<file path="src/rtl/comp_pkg.sv">
// Shared types and constants for the LSB-first serial comparator.
package comp_pkg;

    localparam int DIGIT_W = 2;

    typedef enum logic [1:0] {
        IDLE,
        RUN,
        DONE
    } state_t;

endpackage

</file>
<file path="src/rtl/digit_comp_lsb.sv">
// One LSB-first comparison step: a differing digit overrides the running flags,
// an equal digit passes them through unchanged.
module digit_comp_lsb
    import comp_pkg::*;
(
    input  logic [DIGIT_W-1:0] a_d,
    input  logic [DIGIT_W-1:0] b_d,
    input  logic               eq_in,
    input  logic               gt_in,
    input  logic               signed_d,
    output logic               eq_out,
    output logic               gt_out
);

    logic [DIGIT_W-1:0] a_k;
    logic [DIGIT_W-1:0] b_k;

    // Flipping the sign bit maps two's complement order onto unsigned order.
    always_comb begin
        a_k = a_d;
        b_k = b_d;
        if (signed_d) begin
            a_k[DIGIT_W-1] = ~a_d[DIGIT_W-1];
            b_k[DIGIT_W-1] = ~b_d[DIGIT_W-1];
        end
    end

    always_comb begin
        eq_out = eq_in;
        gt_out = gt_in;
        if (a_k > b_k) begin
            eq_out = 1'b0;
            gt_out = 1'b1;
        end else if (a_k < b_k) begin
            eq_out = 1'b0;
            gt_out = 1'b0;
        end
    end

endmodule

</file>
<file path="src/rtl/serial_comp.sv">
// Serial magnitude comparator, one 2-bit digit per cycle, LSB first.
// Define SERIAL_COMP_SIGNED_EN to compare operands as two's complement.
module serial_comp
    import comp_pkg::*;
#(
    parameter int WIDTH = 8
) (
    input  logic             clk,
    input  logic             reset,
    input  logic             in_valid,
    output logic             in_ready,
    input  logic [WIDTH-1:0] A,
    input  logic [WIDTH-1:0] B,
    output logic             out_valid,
    input  logic             out_ready,
    output logic             Eq_o,
    output logic             Gt_o
);

    localparam int DIGITS = WIDTH / DIGIT_W;
    localparam int CNT_W  = $clog2(DIGITS) + 1;
    localparam logic [CNT_W-1:0] LAST = CNT_W'(DIGITS - 1);

    state_t             state;
    state_t             next_state;
    logic [WIDTH-1:0]   a_sh;
    logic [WIDTH-1:0]   b_sh;
    logic [CNT_W-1:0]   cnt;
    logic               eq_r;
    logic               gt_r;
    logic               eq_nx;
    logic               gt_nx;
    logic               last_digit;
    logic               signed_d;
    logic               accept;
    logic               consume;

    assign accept     = in_valid && in_ready;
    assign consume    = out_valid && out_ready;
    assign last_digit = (cnt == LAST);

`ifdef SERIAL_COMP_SIGNED_EN
    assign signed_d = last_digit;
`else
    assign signed_d = 1'b0;
`endif

    digit_comp_lsb u_digit (
        .a_d      (a_sh[DIGIT_W-1:0]),
        .b_d      (b_sh[DIGIT_W-1:0]),
        .eq_in    (eq_r),
        .gt_in    (gt_r),
        .signed_d (signed_d),
        .eq_out   (eq_nx),
        .gt_out   (gt_nx)
    );

    always_ff @(posedge clk) begin
        if (reset) state <= IDLE;
        else       state <= next_state;
    end

    always_comb begin
        next_state = state;
        unique case (state)
            IDLE:    if (accept)     next_state = RUN;
            RUN:     if (last_digit) next_state = DONE;
            DONE:    if (consume)    next_state = IDLE;
            default:                 next_state = IDLE;
        endcase
    end

    // Flags are masked outside DONE so a partial or aborted result never shows.
    always_comb begin
        in_ready  = (state == IDLE);
        out_valid = (state == DONE);
        Eq_o      = out_valid && eq_r;
        Gt_o      = out_valid && gt_r;
    end

    always_ff @(posedge clk) begin
        if (reset) begin
            a_sh <= '0;
            b_sh <= '0;
            cnt  <= '0;
            eq_r <= 1'b1;
            gt_r <= 1'b0;
        end else if (accept) begin
            a_sh <= A;
            b_sh <= B;
            cnt  <= '0;
            eq_r <= 1'b1;
            gt_r <= 1'b0;
        end else if (state == RUN) begin
            a_sh <= a_sh >> DIGIT_W;
            b_sh <= b_sh >> DIGIT_W;
            cnt  <= cnt + CNT_W'(1);
            eq_r <= eq_nx;
            gt_r <= gt_nx;
        end
    end

endmodule

</file>
<file path="config.mk">
export PLATFORM = sky130hd
export DESIGN_NAME = serial_comp
export DESIGN_NICKNAME = d
export VERILOG_FILES = /design/src/rtl/comp_pkg.sv /design/src/rtl/digit_comp_lsb.sv /design/src/rtl/serial_comp.sv
export SDC_FILE = /design/constraint.sdc
export NUM_CORES = 1
export LEC_CHECK = 0
export ABC_AREA = 1
export BUFFER_PORTS_ARGS = -buffer_cell sky130_fd_sc_hd__clkbuf_2
export CORE_MARGIN = 1
export CORE_UTILIZATION = 40
export DETAILED_ROUTE_END_ITERATION = 12
export GPL_TIMING_DRIVEN = 1
export PLACE_DENSITY = 0.7
export SYNTH_ARGS = -nofsm -noshare
export SYNTH_HDL_FRONTEND = slang
export SYNTH_SLANG_ARGS = --single-unit
</file>
<file path="constraint.sdc">
create_clock -name clk -period 2.27 [get_ports clk]
set_input_delay 0.1135 -clock clk [delete_from_list [all_inputs] [get_ports clk]]
set_output_delay 0.1135 -clock clk [all_outputs]
set_load 0.01 [all_outputs]
</file>
==> impl_metrics.csv <==
group,metric,value,unit
outcome,status,"completed",
timing,final_max_slew_viol_count,0,
die,die_area,3020,um2
layout,instances_no_fill,226,
grt,grt_max_degree,19,
clock_tree,clkTransAtPathRegs,130,ps
yosys,yosysSeqAreaShare,41.0,%
yosys,synth_top_family_by_area,"simple AND/OR/NAND/NOR gates",
timing,layout_setup_ws,856,ps
layout,fin_area,1270,um2
yosys,synth_cell_type_count,17,
yosys,synth_edf_count,0,
worst_setup_path,cp.arrival,1300,ps
drt,wirelength,2190,um
yosys,syn-instance-count,174,
yosys,synthMuxAreaShare,0,%
layout,syn_to_final_growth,13.5,%
clock_tree,cts_tree,"yes",
timing,fin_crit,1410,ps
yosys,synth_xor_area_share,0.780,%
timing,max_freq,707,MHz
clock_tree,hold_buffers,0,
pwr,pwr_density_cell,593,nW/um2
drt,first_iter_violations,21,
layout,drive_gt1_share,15.3,%
worst_hold_path,min-delay-path-class,"in2reg",
yosys,yosysTopAreaCell,"dfxtp_1",
placed_design,pre_cts_ws,1010,ps
clock_tree,cts_root_buf,"clkbuf_4",
layout,post-route-util,49.6,%
yosys,synth_seq_cells,23,
grt,grt.total_usage,17.0,%
yosys,synth_most_common_cell,"nand2_1",
pwr,power,0.755,mW
yosys,ys.flop_type,"dfxtp_1",
yosys,synth_compound_gate_area_share,5.02,%
pwr,leakage,0.732,nW
yosys,synthAdderAreaFrac,4.46,%
yosys,syn-num-nets,198,
placed_design,io_buffers,23,
placed_design,dp_cells,222,
timing,finalSetupTns,0,ps
drt,vias_per_cell,4.55,
grt,grt_overflow_total,0,
clock_tree,post-cts-setup-buffer-count,0,
job,maxCapViolCount,0,
yosys,syn_area,1120,um2
clock_tree,cts_inserted_buffers,3,
timing,finalSetupViolations,0,
clock_tree,cts_sinks,23,
grt,grt_pass1_vias,892,
pwr,ir_drop,0.000324,V
clock_tree,ctsHtreeMaxLevel,1,
die,rows,18,
yosys,synth.area.top_cells,"dfxtp_1 (41%), nand2_1 (20%), nor2_1 (10%), inv_1 (8.4%), nand3_1 (5.8%)",
placed_design,dp_hpwl,1610,um
worst_setup_path,worstPathRequired,2160,ps
timing,hold_viol,0,
die,die_y,55.0,um
die,io_pins,24,
grt,antenna_found_initial,0,
timing,worst_clock_skew,1.52,ps
placed_design,placedInstanceArea,1250,um2
yosys,synth_top_area_share,41.0,%
clock_tree,cts_resized,0,
timing,holdWs,20.6,ps
timing,timing.slew.headroom,58.6,%
worst_setup_path,critical_path_class,"reg2out",
die,core,2570,um2
yosys,synth.avg_cell_area,6.45,um2
drt,wl_per_cell,9.70,um
worst_setup_path,crit_fanout,3,
drt,via_count,1028,
worst_setup_path,cp-start-kind,"flop",
layout,final_nets,221,
placed_design,place_congestion,0.742,
drt,postRouteAntennaNets,0,
timing,rsz0062_at_grt,"no",
grt,grt_pass1_wl,3680,um
drt,first_pass_iters,4,
clock_tree,insertion_delay,300,ps
yosys,async_flop_share,0,%
yosys,synth_commonest_cells,"nand2_1 (59), nor2_1 (31), inv_1 (25), dfxtp_1 (23), nand3_1 (13)",
yosys,synthesis.yosys.warnings,0,
drt,drcViolationCount,0,
clock_tree,clock_path_buffers,2,
worst_setup_path,worst_setup_path_end_kind,"output pin",
yosys,synthSimpleGateAreaFrac,36.9,%
timing,worstMarginPinSlew,621,ps
layout,diodes,0,
layout,nFillCells,276,
die,initial_core_util,43.7,%
timing,min_period_over_period,62.3,%
die,dieWidth,55.0,um
## logic make-up (layout without fill, tap and decap cells)
logic type / after synthesis / in the layout
xor+xnor: 1 / 1
flops: 23 / 23
simple gates: 104 / 104
buf+inv: 32 / 54
compound gates: 10 / 10
fa+ha+maj: 4 / 4
## critical path, stage by stage (launching register included)
cell      delay, ps
dfxtp_1         420
inv_1           100
nor2_1          180
inv_1            80
nor2_1           80
clkbuf_2        130
## cell usage in the layout, fill, tap and decap left out
master | netlist | routed
a21oi_1 | 7 | 7
buf_4 | 3 | 1
clkbuf_1 | 1 | 1
clkbuf_2 | 0 | 23
clkbuf_4 | 0 | 3
dfxtp_1 | 23 | 23
ha_1 | 4 | 4
inv_1 | 25 | 25
inv_2 | 1 | 1
nand2_1 | 59 | 59
nand3_1 | 13 | 13
nor2_1 | 31 | 31
nor2_4 | 1 | 1
o21a_1 | 1 | 1
o21ai_0 | 1 | 1
o21ai_2 | 1 | 1
xor2_1 | 1 | 1
## routing by layer
| metal | wire [um] | track usage [%] |
|---|---|---|
| met1 | 1010 | 21.5 |
| met2 | 1070 | 28.5 |
| met3 | 86 | 2.19 |
| met4 | 27 | 7.50 |
| met5 | 0 | 0 |
## worst paths after layout
kind                            startpoint  endpoint  slack, ps  cells after the start
worst max-delay path              state[1]      Eq_o        860                      5
worst min-delay path                  B[6]   b_sh[6]         20                      3
worst max register to register    state[0]   a_sh[1]        990                      5
worst min register to register     b_sh[6]   b_sh[6]        470                      2
## area by class of cell
| cell class | instances | area, um2 | share of cell area, % |
|---|---|---|---|
| sequential | 23 | 460 | 36.1 |
| tap | 30 | 37.5 | 2.95 |
| timing repair buffer | 24 | 123 | 9.63 |
| inverter | 26 | 97.6 | 7.66 |
| clock buffer | 4 | 26.3 | 2.06 |
| multi-input combinational | 119 | 529 | 41.6 |
## state kept, by name, indices dropped and copies added (netlist names)
| name | flops |
|---|---|
| state | 2 |
| cnt | 3 |
| gt_r | 1 |
| eq_r | 1 |
| b_sh | 8 |
| a_sh | 8 |
## where the power goes
| part | leakage [nW] | switching, mW | internal, mW |
|---|---|---|---|
| combinational | 0.529 | 0.0743 | 0.0493 |
| clock | 0.0150 | 0.123 | 0.0684 |
| sequential | 0.188 | 0.0129 | 0.427 |
No activity file was read; power rests on OpenSTA's default activity.
